==> config.mk <==
export PLATFORM = sky130hd
export DESIGN_NAME = writeback_queue_flat
export DESIGN_NICKNAME = d
export VERILOG_FILES = /design/src/rtl/wb_pkg.sv /design/src/rtl/writeback_queue_if.sv /design/src/rtl/wb_fifo.sv /design/src/rtl/writeback_queue.sv /design/src/flat_wrapper.sv
export SDC_FILE = /design/constraint.sdc
export NUM_CORES = 1
export LEC_CHECK = 0
export ABC_AREA = 1
export CORE_MARGIN = 10
export CORE_UTILIZATION = 49
export DETAILED_ROUTE_END_ITERATION = 12
export GPL_TIMING_DRIVEN = 0
export PLACE_DENSITY = 0.8
export REMOVE_ABC_BUFFERS = 1
export SETUP_SLACK_MARGIN = 0.15
export SLEW_MARGIN = 20
export SYNTH_ARGS = -nofsm -noshare
export SYNTH_HDL_FRONTEND = slang
export SYNTH_SLANG_ARGS = --single-unit
export TNS_END_PERCENT = 5
==> constraint.sdc <==
create_clock -name clk -period 3.5 [get_ports clk]
set_input_delay 0.7 -clock clk [delete_from_list [all_inputs] [get_ports clk]]
set_output_delay 0.7 -clock clk [all_outputs]
set_load 0.005 [all_outputs]
==> src/rtl/wb_pkg.sv <==
// Shared definitions for the writeback queue slice.
//   DATA_W   : result width, matches the 8x32 register file
//   AW       : register address width
//   PHASE_W  : width of the one-hot CPU phase bus
//   PHASE_WB : phase bit that is the register write phase
//   wb_entry_t : one pending register write {wa, wd}
package wb_pkg;
    localparam int DATA_W   = 32;
    localparam int AW       = 3;
    localparam int PHASE_W  = 5;
    localparam int PHASE_WB = 4;

    typedef struct packed {
        logic [AW-1:0]     wa;
        logic [DATA_W-1:0] wd;
    } wb_entry_t;
endpackage

==> src/rtl/writeback_queue_if.sv <==
// Bus bundle between the CPU datapath and the writeback queue.
// Groups phase/flush, the execute and load push handshakes, the register file
// write port, the bypass lookup and the occupancy count.
//   slave  : the queue side (writeback_queue)
//   master : the datapath side (producers, register file, operand read)
interface writeback_queue_if #(
    parameter int DEPTH = 4
);
    localparam int CNT_W = $clog2(DEPTH) + 1;

    logic [wb_pkg::PHASE_W-1:0] phase;
    logic                       flush;

    logic                       ex_valid;
    logic                       ex_ready;
    logic [wb_pkg::AW-1:0]      ex_wa;
    logic [wb_pkg::DATA_W-1:0]  ex_wd;

    logic                       mem_valid;
    logic                       mem_ready;
    logic [wb_pkg::AW-1:0]      mem_wa;
    logic [wb_pkg::DATA_W-1:0]  mem_wd;

    logic [wb_pkg::AW-1:0]      wa;
    logic [wb_pkg::DATA_W-1:0]  wd;
    logic                       we;

    logic [wb_pkg::AW-1:0]      q_ra1;
    logic [wb_pkg::AW-1:0]      q_ra2;
    logic                       byp_hit1;
    logic [wb_pkg::DATA_W-1:0]  byp_d1;
    logic                       byp_hit2;
    logic [wb_pkg::DATA_W-1:0]  byp_d2;

    logic [CNT_W-1:0]           count;

    modport slave (
        input  phase, flush,
        input  ex_valid, ex_wa, ex_wd,
        output ex_ready,
        input  mem_valid, mem_wa, mem_wd,
        output mem_ready,
        output wa, wd, we,
        input  q_ra1, q_ra2,
        output byp_hit1, byp_d1, byp_hit2, byp_d2,
        output count
    );

    modport master (
        output phase, flush,
        output ex_valid, ex_wa, ex_wd,
        input  ex_ready,
        output mem_valid, mem_wa, mem_wd,
        input  mem_ready,
        input  wa, wd, we,
        output q_ra1, q_ra2,
        input  byp_hit1, byp_d1, byp_hit2, byp_d2,
        input  count
    );
endinterface

==> src/rtl/wb_fifo.sv <==
// In-order storage for pending register writes.
// Ports:
//   clk, rst   : clock, asynchronous active-high reset
//   flush      : synchronous clear, wins over push and pop
//   push, push_data : enqueue one entry (ignored when full)
//   pop        : retire the head entry (ignored when empty)
//   head       : oldest entry
//   full, empty, count : occupancy
//   rd_ptr     : head slot index, lets the caller walk entries oldest->youngest
//   entries    : raw storage slots
//   vld        : per-slot valid (slot currently holds a pending entry)
module wb_fifo
    import wb_pkg::*;
#(
    parameter int DEPTH = 4,
    localparam int PTR_W = $clog2(DEPTH),
    localparam int CNT_W = PTR_W + 1
) (
    input  logic                        clk,
    input  logic                        rst,
    input  logic                        flush,
    input  logic                        push,
    input  wb_entry_t                   push_data,
    input  logic                        pop,
    output wb_entry_t                   head,
    output logic                        full,
    output logic                        empty,
    output logic [CNT_W-1:0]            count,
    output logic [PTR_W-1:0]            rd_ptr,
    output wb_entry_t [DEPTH-1:0]       entries,
    output logic [DEPTH-1:0]            vld
);
    wb_entry_t [DEPTH-1:0] mem_q;
    logic [PTR_W-1:0]      wr_ptr_q;
    logic [PTR_W-1:0]      rd_ptr_q;
    logic [CNT_W-1:0]      count_q;
    logic                  push_ok;
    logic                  pop_ok;

    assign full    = (count_q == CNT_W'(DEPTH));
    assign empty   = (count_q == '0);
    assign push_ok = push && !full;
    assign pop_ok  = pop && !empty;

    // Pointers are PTR_W wide with DEPTH a power of two, so increment wraps.
    always_ff @(posedge clk or posedge rst) begin
        if (rst) begin
            wr_ptr_q <= '0;
            rd_ptr_q <= '0;
            count_q  <= '0;
        end else if (flush) begin
            wr_ptr_q <= '0;
            rd_ptr_q <= '0;
            count_q  <= '0;
        end else begin
            if (push_ok) wr_ptr_q <= wr_ptr_q + 1'b1;
            if (pop_ok)  rd_ptr_q <= rd_ptr_q + 1'b1;
            case ({push_ok, pop_ok})
                2'b10:   count_q <= count_q + 1'b1;
                2'b01:   count_q <= count_q - 1'b1;
                default: count_q <= count_q;
            endcase
        end
    end

    // Payload needs no reset: a slot is only observed while vld marks it.
    always_ff @(posedge clk) begin
        if (push_ok && !flush) mem_q[wr_ptr_q] <= push_data;
    end

    // Slot i is pending when its distance from the head is below count.
    always_comb begin
        logic [PTR_W-1:0] age;
        age = '0;
        vld = '0;
        for (int i = 0; i < DEPTH; i++) begin
            age    = PTR_W'(i) - rd_ptr_q;
            vld[i] = (CNT_W'(age) < count_q);
        end
    end

    assign head    = mem_q[rd_ptr_q];
    assign count   = count_q;
    assign rd_ptr  = rd_ptr_q;
    assign entries = mem_q;
endmodule

==> src/rtl/writeback_queue.sv <==
// Writeback stage in front of the 8x32 register file.
// Accepts load (mem) and execute (ex) results, mem with fixed priority, queues
// them in order and offers the head entry to the register file; one entry
// retires on every write phase (phase[PHASE_WB]) edge.
// Ports:
//   clk  : clock
//   rst  : asynchronous active-high reset, discards all pending entries
//   bus  : writeback_queue_if.slave (phase, flush, ex/mem push handshakes,
//          wa/wd/we to the register file, bypass lookup, count)
// Build option: define WB_BYPASS_EN to build the pending-result bypass lookup;
// without it byp_hit1/2 and byp_d1/2 are tied to zero and q_ra1/2 are ignored.
module writeback_queue
    import wb_pkg::*;
#(
    parameter int DEPTH = 4
) (
    input  logic               clk,
    input  logic               rst,
    writeback_queue_if.slave   bus
);
    localparam int PTR_W = $clog2(DEPTH);
    localparam int CNT_W = PTR_W + 1;

    wb_entry_t             head;
    wb_entry_t             push_data;
    wb_entry_t [DEPTH-1:0] entries;
    logic [DEPTH-1:0]      vld;
    logic [PTR_W-1:0]      rd_ptr;
    logic [CNT_W-1:0]      count;
    logic                  full;
    logic                  empty;
    logic                  push_mem;
    logic                  push_ex;
    logic                  push;
    logic                  pop;

    // Ready depends only on registered occupancy: a full queue refuses a push
    // even on an edge where the head also retires.
    assign bus.mem_ready = !full && !bus.flush;
    assign bus.ex_ready  = !full && !bus.flush && !bus.mem_valid;

    assign push_mem  = bus.mem_valid && bus.mem_ready;
    assign push_ex   = bus.ex_valid && bus.ex_ready;
    assign push      = push_mem || push_ex;
    assign push_data = push_mem ? '{wa: bus.mem_wa, wd: bus.mem_wd}
                                : '{wa: bus.ex_wa,  wd: bus.ex_wd};

    assign pop = bus.phase[PHASE_WB] && !empty;

    wb_fifo #(.DEPTH(DEPTH)) u_fifo (
        .clk       (clk),
        .rst       (rst),
        .flush     (bus.flush),
        .push      (push),
        .push_data (push_data),
        .pop       (pop),
        .head      (head),
        .full      (full),
        .empty     (empty),
        .count     (count),
        .rd_ptr    (rd_ptr),
        .entries   (entries),
        .vld       (vld)
    );

    // Head is masked while empty so the file port reads zero after reset.
    assign bus.we    = !empty;
    assign bus.wa    = empty ? '0 : head.wa;
    assign bus.wd    = empty ? '0 : head.wd;
    assign bus.count = count;

`ifdef WB_BYPASS_EN
    // Walk slots oldest to youngest so the last match is the youngest write.
    always_comb begin
        logic [PTR_W-1:0] idx;
        idx          = '0;
        bus.byp_hit1 = 1'b0;
        bus.byp_d1   = '0;
        bus.byp_hit2 = 1'b0;
        bus.byp_d2   = '0;
        for (int k = 0; k < DEPTH; k++) begin
            idx = rd_ptr + PTR_W'(k);
            if (vld[idx] && entries[idx].wa == bus.q_ra1) begin
                bus.byp_hit1 = 1'b1;
                bus.byp_d1   = entries[idx].wd;
            end
            if (vld[idx] && entries[idx].wa == bus.q_ra2) begin
                bus.byp_hit2 = 1'b1;
                bus.byp_d2   = entries[idx].wd;
            end
        end
    end
`else
    logic byp_unused;
    assign byp_unused   = &{1'b0, entries, vld, rd_ptr, bus.q_ra1, bus.q_ra2};
    assign bus.byp_hit1 = 1'b0;
    assign bus.byp_d1   = '0;
    assign bus.byp_hit2 = 1'b0;
    assign bus.byp_d2   = '0;
`endif
endmodule

==> src/flat_wrapper.sv <==
// flat-port wrapper written by rule: the top's interface ports become plain ports
module writeback_queue_flat import wb_pkg::*;
#(
    parameter int DEPTH = 4
)
  (clk, rst, bus_phase, bus_flush, bus_ex_valid, bus_ex_wa, bus_ex_wd, bus_ex_ready, bus_mem_valid, bus_mem_wa, bus_mem_wd, bus_mem_ready, bus_wa, bus_wd, bus_we, bus_q_ra1, bus_q_ra2, bus_byp_hit1, bus_byp_d1, bus_byp_hit2, bus_byp_d2, bus_count);
  writeback_queue_if #(.DEPTH(DEPTH)) bus_i ();
  input  logic clk;
  input  logic rst;
  input wire logic [$bits(bus_i.phase)-1:0] bus_phase;
  input wire logic [$bits(bus_i.flush)-1:0] bus_flush;
  input wire logic [$bits(bus_i.ex_valid)-1:0] bus_ex_valid;
  input wire logic [$bits(bus_i.ex_wa)-1:0] bus_ex_wa;
  input wire logic [$bits(bus_i.ex_wd)-1:0] bus_ex_wd;
  output wire logic [$bits(bus_i.ex_ready)-1:0] bus_ex_ready;
  input wire logic [$bits(bus_i.mem_valid)-1:0] bus_mem_valid;
  input wire logic [$bits(bus_i.mem_wa)-1:0] bus_mem_wa;
  input wire logic [$bits(bus_i.mem_wd)-1:0] bus_mem_wd;
  output wire logic [$bits(bus_i.mem_ready)-1:0] bus_mem_ready;
  output wire logic [$bits(bus_i.wa)-1:0] bus_wa;
  output wire logic [$bits(bus_i.wd)-1:0] bus_wd;
  output wire logic [$bits(bus_i.we)-1:0] bus_we;
  input wire logic [$bits(bus_i.q_ra1)-1:0] bus_q_ra1;
  input wire logic [$bits(bus_i.q_ra2)-1:0] bus_q_ra2;
  output wire logic [$bits(bus_i.byp_hit1)-1:0] bus_byp_hit1;
  output wire logic [$bits(bus_i.byp_d1)-1:0] bus_byp_d1;
  output wire logic [$bits(bus_i.byp_hit2)-1:0] bus_byp_hit2;
  output wire logic [$bits(bus_i.byp_d2)-1:0] bus_byp_d2;
  output wire logic [$bits(bus_i.count)-1:0] bus_count;
  assign bus_i.phase = bus_phase;
  assign bus_i.flush = bus_flush;
  assign bus_i.ex_valid = bus_ex_valid;
  assign bus_i.ex_wa = bus_ex_wa;
  assign bus_i.ex_wd = bus_ex_wd;
  assign bus_ex_ready = bus_i.ex_ready;
  assign bus_i.mem_valid = bus_mem_valid;
  assign bus_i.mem_wa = bus_mem_wa;
  assign bus_i.mem_wd = bus_mem_wd;
  assign bus_mem_ready = bus_i.mem_ready;
  assign bus_wa = bus_i.wa;
  assign bus_wd = bus_i.wd;
  assign bus_we = bus_i.we;
  assign bus_i.q_ra1 = bus_q_ra1;
  assign bus_i.q_ra2 = bus_q_ra2;
  assign bus_byp_hit1 = bus_i.byp_hit1;
  assign bus_byp_d1 = bus_i.byp_d1;
  assign bus_byp_hit2 = bus_i.byp_hit2;
  assign bus_byp_d2 = bus_i.byp_d2;
  assign bus_count = bus_i.count;
  writeback_queue #(.DEPTH(DEPTH)) u_core (.clk(clk), .rst(rst), .bus(bus_i));
endmodule
Word level (Yosys, flattened, before mapping)
Index checks and enable logic that the tools add are counted.
W data, S select, Z words.
{"block": "word_totals", "word_cells": 53, "register_bits": 147, "out_inout_bits": 107}
{"block": "op_classes", "addsub": 4, "n_mux": 14, "order_cmp": 3, "reduce_logical": 18, "n_eq_ne": 3}
{"op": "$bwmux W140", "n": 1}
{"op": "$mux W35", "n": 3}
{"op": "$bmux W35 S2", "n": 1}
{"op": "$demux W35 S2", "n": 1}
{"op": "$mux W32", "n": 1}
{"op": "$logic_and A1 B1 Y1", "n": 9}
{"op": "$mux W2", "n": 4}
{"op": "$lt A2 B3 Y1 const B", "n": 2}
{"op": "$mux W3", "n": 2}
{"op": "$pmux W3 S2", "n": 1}
{"op": "$add A2 B1 Y2 const B", "n": 2}
{"op": "$logic_not A1 Y1", "n": 4}
{"op": "$reduce_bool A2 Y1", "n": 2}
{"op": "$add A3 B1 Y3 const B", "n": 1}
{"op": "$eq A3 B3 Y1 const B", "n": 1}
{"op": "$logic_not A3 Y1", "n": 1}
{"op": "$reduce_bool A3 Y1", "n": 1}
{"op": "$sub A3 B1 Y3 const B", "n": 1}
{"op": "$eq A2 B1 Y1 const B", "n": 1}
{"op": "$eq A2 B2 Y1 const B", "n": 1}
{"op": "$ge A2 B1 Y1 const B", "n": 1}
{"op": "$logic_or A1 B1 Y1", "n": 1}

Logic depth before layout (Yosys ltp)
{"block": "logic_depth", "depth_word": 10, "depth_mapped": 12, "depth_no_buf": 12}

Hierarchy
From an unflattened synthesis, not the netlist that was laid out.
{"block": "unflattened", "hier_cells": 658, "hier_area_um2": 7146.9}
{"module": "wb_fifo", "seq_area_each_um2": 4379.2, "area_each_um2": 5746.8, "cells_each": 392, "instances": 1}
{"module": "writeback_queue", "seq_area_each_um2": 0.0, "area_each_um2": 1400.1, "cells_each": 266, "instances": 1}

Least setup slack after synthesis
Ideal clock, no wire load.
{"block": "synth_path", "path_type": "in2reg", "startpoint": "input port bus_ex_valid", "endpoint": "register u_core.u_fifo.mem_q (netlist bit u_core.u_fifo.entries[0]) (enable)", "path_slack_ps": 559, "path_stages": 4, "t_arrival_ps": 2513, "setup_time_ps": 427, "cell_sequence": "inv_1 nand2_1 nand3_2 nor2_1"}
{"block": "synth_via", "elab_chain_cells": 4}
{"item": "from (decl)", "line": "flat_wrapper.sv:12", "text": "input wire logic [$bits(bus_i.ex_valid)-1:0] bus_ex_valid;"}
{"item": "$logic_and A1 B1 Y1", "line": "writeback_queue.sv:43", "text": "assign push_ex = bus.ex_valid && bus.ex_ready;"}
{"item": "$logic_or A1 B1 Y1", "line": "writeback_queue.sv:44", "text": "assign push = push_mem || push_ex;"}
{"item": "$logic_and A1 B1 Y1", "line": "wb_fifo.sv:42", "text": "assign push_ok = push && !full;"}
{"item": "$logic_and A1 B1 Y1", "line": "wb_fifo.sv:68", "text": "if (push_ok && !flush) mem_q[wr_ptr_q] <= push_data;"}
{"item": "to (signal, indexed assignment)", "line": "wb_fifo.sv:68"}
{"item": "to (decl)", "line": "wb_fifo.sv:33", "text": "wb_entry_t [DEPTH-1:0] mem_q;"}
No other way between the ends.
A chain may end at the register's enable or synchronous reset.

Worst setup path after layout
{"block": "layout_path", "startpoint": "register u_core.u_fifo.rd_ptr_q[0] (netlist: u_core.u_fifo.rd_ptr[0])", "endpoint": "output port bus_wd[8]"}
{"block": "layout_via", "elab_chain_cells": 3}
{"item": "from (decl)", "line": "wb_fifo.sv:35", "text": "logic [PTR_W-1:0] rd_ptr_q;"}
{"item": "from (signal assigned)", "line": "wb_fifo.sv:57", "text": "if (pop_ok) rd_ptr_q <= rd_ptr_q + 1'b1;"}
{"item": "$bmux W35 S2", "line": "wb_fifo.sv:82", "text": "assign head = mem_q[rd_ptr_q];"}
{"item": "$mux W35 (implied by the code)", "line": "wb_fifo.sv:82"}
{"item": "$mux W32", "line": "writeback_queue.sv:69", "text": "assign bus.wd = empty ? '0 : head.wd;"}
{"item": "to (decl)", "line": "flat_wrapper.sv:21", "text": "output wire logic [$bits(bus_i.wd)-1:0] bus_wd;"}
No other way between the ends. The select of a mux whose other input is x is not followed.

==> results_dict.tcl <==
set metrics [dict create \
    placed_cells 931 \
    yosysTopAreaCellShare_pct 58.7 \
    path_buf_inv 2 \
    cts_root_buffer "clkbuf_16" \
    rsz0062_at_grt "true" \
    grt_overflow 0 \
    clockBufferDepth 2 \
    hold_path_class "in2async" \
    status "complete, no violations" \
    nets 858 \
    m1WireLength_um 6240 \
    setup_viol 0 \
    seq_area_frac_synth_pct 61.2 \
    ys.flop_type "edfxtp_1" \
    maxCapViolations 0 \
    path_class "reg2out" \
    slowest_delay_ns 0.70 \
    holdWs_ns 0.517 \
    fmax_ghz 0.308 \
    crit_family "buffers and inverters" \
    boundaryPins 193 \
    crit_slowest_cell "dfrtp_4" \
    grt_usage_pct 16.2 \
    ys_types 28 \
    core-area_um2 14400 \
    async_reset_ff_share_pct 4.76 \
    synth_top_area_cell "edfxtp_1" \
    synth_common_cells "145 x nor2_1, 140 x edfxtp_1, 80 x nand2_1" \
    start_util_pct 49.6 \
    period_needed_ns 3.25 \
    area_delta_synth_final_pct 24.3 \
    worst_pin_slew_ns 0.779 \
    synth_edf_count 140 \
    p_leak_nw 3.38 \
    tritoncts "done" \
    first_pass_iters 6 \
    cp_max_fo 71 \
    clk_latency_ns 0.42 \
    die_h_um 141 \
    p_per_area_nw_per_um2 732 \
    tns_ns 0 \
    period_share_pct 92.8 \
    critical_path_required_ns 2.80 \
    ant_nets 0 \
    yosysMostFrequentCell "nor2_1" \
    drt_wl_total_um 16400 \
    ys_warn_count 0 \
    slew_headroom_pct 48.0 \
    top_layer "met4" \
    die_area_um2 19800 \
    p_int_mw 4.48 \
    clkSlewWorstSetupHoldPaths_ns 0.06 \
    wl_met2_um 8130 \
    drive_gt1_share_pct 11.2 \
    synth_area_um2 7160 \
    combPwrFrac_pct 32.7 \
    dp_hpwl_um 10300 \
    drtIter0Drc 286 \
    crit_path_end_kind "output port" \
    grt_pass1_vias 5028 \
    arrival_ns 2.55 \
    vdd_drop_max_mv 0.835 \
    htreeDepth 4 \
    fillers 1169 \
    hold_viol 0 \
    switchingPower_mw 2.03 \
    synth_area_per_cell_um2 10.8 \
    yosys-top-cells-area "edfxtp_1 59%, nor2_1 7.6%, buf_4 7.3%" \
    vias_per_cell 5.01 \
    wl_met3_um 1660 \
    antenna_found_initial 0 \
    switching_share_pct 31.1 \
    grt_pass1_wl_um 25500 \
    drv_slew 0 \
    place_congestion 0.780 \
    path_cells "inv_6 > o21ai_0 > a21oi_1 > clkdlybuf4s50_1" \
    finalNonFillerCells 964 \
    insertedDiodeCount 0 \
    portBuffers 116 \
    rows 44 \
    vias 4827 \
    wl_per_cell_um 17.0 \
    skew_ns 0.00606 \
    grt_max_degree 72 \
    pwr-share-seq_pct 36.3 \
    die_x_um 141 \
    cts.sinks 147 \
    ys_ff_latch 147 \
    cts_buffers 17 \
    start_kind "flop" \
    register_area_um2 4380 \
    postSynthCellCount 663 \
    pwr-share-clk_pct 31.0 \
    drt_drc_violations_left 0 \
    multi_input_area_um2 2220 \
]
worst register-to-register path, delay by kind of cell (launching register included):
family / cells / cell delay [ns]
buffers and inverters: 2 / 0.14
DFF: 1 / 0.46
and+or+nand+nor: 8 / 0.89
xor gates and xnor gates: 1 / 0.20
adders and majority gates: 1 / 0.37
kinds of logic (layout without fill, tap and decap cells):
family / after synthesis / in the layout / synth area share (%)
XOR/XNOR: 1 / 1 / 0.122
buffers and inverters: 120 / 172 / 11.6
adder cells (fa/ha/maj): 5 / 5 / 0.979
other: 1 / 66 / 0.0524
AND/OR/NAND/NOR: 279 / 279 / 18.2
flip-flops: 147 / 147 / 61.2
AO/OA/AOI/OAI: 110 / 110 / 7.78
repair_timing:
item,in CTS,in global routing
gates resized for setup,2,3
endpoints found under the setup margin,35,36
buffers inserted,1,0
pin swaps,0,0
hold buffers,0,0
cell type report:
class | instances | share of cell area [%]
sequential | 147 | 49.3
tap | 184 | 2.59
timing repair buffer | 123 | 14.9
clock inverter | 13 | 2.59
clock buffer | 19 | 4.87
multi-input combinational | 461 | 24.9
inverter | 17 | 0.858
placed cells by master, fill, tap and decap left out, drive strengths merged:
master	instances
clkdlybuf4s50	115
conb	66
bufinv	6
dfrtp	7
clkinvlp	2
nand4	3
o21ai	72
nand3b	1
nand2	86
clkbuf	19
nand3	43
edfxtp	140
clkinv	3
a21boi	1
nor2	146
fa	1
a21oi	37
xnor2	1
inv	19
ha	4
buf	8
path summary, 6_finish.rpt:
check / start / endpoint / slack, ns / cells past startpoint
worst max-delay path: u_core.u_fifo.rd_ptr[0]$_DFFE_PP0P_ / bus_wd[8] / 0.25 / 4
worst min-delay path: rst / u_core.u_fifo.count[1]$_DFFE_PP0P_ / 0.52 / 2
worst max register to register: u_core.u_fifo.count[0]$_DFFE_PP0P_ / u_core.u_fifo.count[2]$_DFFE_PP0P_ / 1.33 / 12
worst min register to register: u_core.u_fifo.wr_ptr_q[1]$_DFFE_PP0P_ / u_core.u_fifo.wr_ptr_q[1]$_DFFE_PP0P_ / 0.57 / 2
max in group asynchronous: rst / u_core.u_fifo.rd_ptr[0]$_DFFE_PP0P_ / 2.74 / 2
min in group clk: u_core.u_fifo.wr_ptr_q[1]$_DFFE_PP0P_ / u_core.u_fifo.wr_ptr_q[1]$_DFFE_PP0P_ / 0.57 / 2
state kept, by name (all words and copies together) (netlist names):
| name | count |
|---|---|
| u_core.u_fifo.count | 3 |
| u_core.u_fifo.wr_ptr_q | 2 |
| u_core.u_fifo.entries | 140 |
| u_core.u_fifo.rd_ptr | 2 |
metal layers:
metal  vias to the layer above  GRT usage (%)
li1                       2337              -
met4                         0           7.28
met3                        27           6.89
met5                         -              0
met1                      2251           17.1
met2                       212           27.6
metrics by stage:
stage / area (um^2) / util, % / setup WS (ns) / power [mW]
2_1_floorplan: 6630 / - / 0.391 / 3.32
3_3_place_gp: 8030 / 55.6 / -2.84 / 4.40
3_5_place_dp: 8210 / 56.9 / 0.0276 / 4.49
4_1_cts: 8890 / 61.7 / 0.106 / 6.57
5_1_grt: 8900 / 61.7 / 0.101 / 6.87
6_report: 8900 / 61.7 / 0.251 / 6.51
power by group through the flow:
stage                     registers, mW  clock network [mW]  logic [mW]
after CTS                          2.36                2.04        2.16
final                              2.37                2.02        2.13
after detailed placement           2.43                   0        2.06
after global placement             2.45                   0        1.95
after global routing               2.39                2.12        2.36
after floorplan                    2.39                   0       0.929
(Power assumes the default switching activity.)
==> variant: new RTL, same settings <==
`DEPTH` is set to 4 in 4 places; all go to 8.
--- a/src/rtl/writeback_queue_if.sv
+++ b/src/rtl/writeback_queue_if.sv
@@ -4,7 +4,7 @@
 //   slave  : the queue side (writeback_queue)
 //   master : the datapath side (producers, register file, operand read)
 interface writeback_queue_if #(
-    parameter int DEPTH = 4
+    parameter int DEPTH = 8
 );
     localparam int CNT_W = $clog2(DEPTH) + 1;
 
--- a/src/rtl/wb_fifo.sv
+++ b/src/rtl/wb_fifo.sv
@@ -12,7 +12,7 @@
 module wb_fifo
     import wb_pkg::*;
 #(
-    parameter int DEPTH = 4,
+    parameter int DEPTH = 8,
     localparam int PTR_W = $clog2(DEPTH),
     localparam int CNT_W = PTR_W + 1
 ) (
--- a/src/rtl/writeback_queue.sv
+++ b/src/rtl/writeback_queue.sv
@@ -12,7 +12,7 @@
 module writeback_queue
     import wb_pkg::*;
 #(
-    parameter int DEPTH = 4
+    parameter int DEPTH = 8
 ) (
     input  logic               clk,
     input  logic               rst,
--- a/src/flat_wrapper.sv
+++ b/src/flat_wrapper.sv
@@ -1,7 +1,7 @@
 // flat-port wrapper written by rule: the top's interface ports become plain ports
 module writeback_queue_flat import wb_pkg::*;
 #(
-    parameter int DEPTH = 4
+    parameter int DEPTH = 8
 )
   (clk, rst, bus_phase, bus_flush, bus_ex_valid, bus_ex_wa, bus_ex_wd, bus_ex_ready, bus_mem_valid, bus_mem_wa, bus_mem_wd, bus_mem_ready, bus_wa, bus_wd, bus_we, bus_q_ra1, bus_q_ra2, bus_byp_hit1, bus_byp_d1, bus_byp_hit2, bus_byp_d2, bus_count);
   writeback_queue_if #(.DEPTH(DEPTH)) bus_i ();
Ports: changed (resized bus_count); port bits go from 193 to 194. No check against the original RTL was run, so the function may have changed too.
==> variant against the unedited design <==
Fmax decreased by 4.8%; total power is 76% higher; setup slack lost 0.17 ns; final area increased by 71%; clock skew rose by 0.011 ns; synthesized area rose by 77%; sequential cell count increased by 143; routed wire length grew 82%.
==> variant: results (changes against the unedited design) <==
[synthesis]
synthArstFlopShare = 0.03448  ; -0.01314
avgSynthCellArea_sq_um = 12.68  ; +17%
yosys-top-cells-count = 292 x nor2_1, 280 x edfxtp_1, 77 x o21ai_0, 70 x o32ai_1, 69 x buf_4
synth_edf_count = 280  ; +100%
synth.area.top_cells = edfxtp_1 66%, nor2_1 8.6%, o32ai_1 4.8%
seq_area_frac_synth = 0.6823  ; +0.07042
ys_types = 29  ; +3.6%

[grt]
use_met2 = 0.2888  ; +0.01267
met3_usage = 0.04456  ; -0.02431
grt_pass1_wl_um = 45530  ; +79%
grtUsageTotal = 0.1733  ; +0.01114
grt_pass1_vias = 8315  ; +65%
met1_usage = 0.2171  ; +0.04622

[routing]
drt-met1-wl_um = 11520  ; +85%
vias = 8162  ; +69%
met2WireLength_um = 14270  ; +75%
wl_per_cell_um = 20.36  ; +20%
vias_per_cell = 5.575  ; +11%
wl_met3_um = 3417  ; +110%

[power_and_ir_drop]
p_leak_uw = 0.005357  ; +59%
ir_drop_mv = 0.5161  ; -38%

[cells_and_area]
nNetsFinal = 1205  ; +40%
drive_gt1_frac = 0.1093  ; -0.002191

[status]
status = completed

[clock_network]
post_cts_resized = 9  ; +7
clk_path_buf_depth = 3  ; +1
clk_latency_ns = 0.52  ; +0.10 ns
cts_buffers = 26  ; +9
htree_levels = 1  ; -3
cts_setup_buffers = 6  ; +5

[critical_path]
critical-path-max-stage-delay_ns = 0.55  ; -0.15 ns
r2r_end = u_core.u_fifo.entries[188]
ff2ff_setup_slack_ns = 1.02  ; -0.31 ns
slowest_stage = clkdlybuf4s50_1

[timing]
slew_headroom = 0.4848  ; +0.005147
skew_ns = 0.01728  ; +0.01122 ns
whs_ns = 0.4557  ; -0.06114 ns

[place]
dp_cells = 1407  ; +51%
post-dp-hpwl_um = 16880  ; +65%
io_buffer_count = 117  ; +0.86%
place_area_sq_um = 14160  ; +73%
pre_cts_ws_ns = -0.2445  ; -0.2721 ns

[variant: changes by cell type after synthesis, sizes merged, moves of 2 or more]
cell	before	now
nor2	146	294
edfxtp	140	280
o32ai	0	70
nand2	86	31
o21ai	72	113
nand3	43	7
mux2	0	35
a21oi	37	5
clkbuf	9	27
inv	17	24
buf	94	97
dfrtp	7	10
nand4	3	1
[variant: where the power goes]
group	switching (uW)	leakage [uW]	internal (uW)	total [uW]
sequential	107	0.00267	4140	4250
clock	1160	0.000397	1550	2720
combinational	2590	0.00229	1920	4510
total	3860	0.00536	7610	11500
[variant: cell type report]
cell class / count / area [sq um]
Timing Repair Buffer: 143 / 1760
Timing Repair inverter: 2 / 25.02
Sequential cell: 290 / 8667
Inverter: 24 / 108.9
Multi-Input combinational cell: 628 / 3383
Clock inverter: 16 / 131.4
Tap cell: 330 / 412.9
Fill cell: 1855 / 10150
Clock buffer: 31 / 690.7
[variant: worst max-delay path by stage]
stage                            startpoint         end  slack (ns)
detailed placement  u_core.u_fifo.rd_ptr[0]   bus_wd[4]       -0.24
global placement    u_core.u_fifo.rd_ptr[0]   bus_wd[4]       -3.41
finish              u_core.u_fifo.rd_ptr[0]  bus_wd[29]        0.09
CTS                 u_core.u_fifo.rd_ptr[0]  bus_wd[31]        0.09
floorplan           u_core.u_fifo.rd_ptr[0]  bus_wd[19]       -0.79
global route        u_core.u_fifo.rd_ptr[0]   bus_wd[9]       0.009
[variant: cells by family after synthesis]
logic type | after synthesis | share of synthesized area
AND/OR/NAND/NOR | 333 | 0.1008
flip-flops | 290 | 0.6823
AO/OA/AOI/OAI | 189 | 0.09604
buffers and inverters | 148 | 0.07602
multiplexers | 35 | 0.03993
adder cells (fa/ha/maj) | 4 | 0.003944
other | 1 | 0.0002955
XOR/XNOR | 1 | 0.0006903
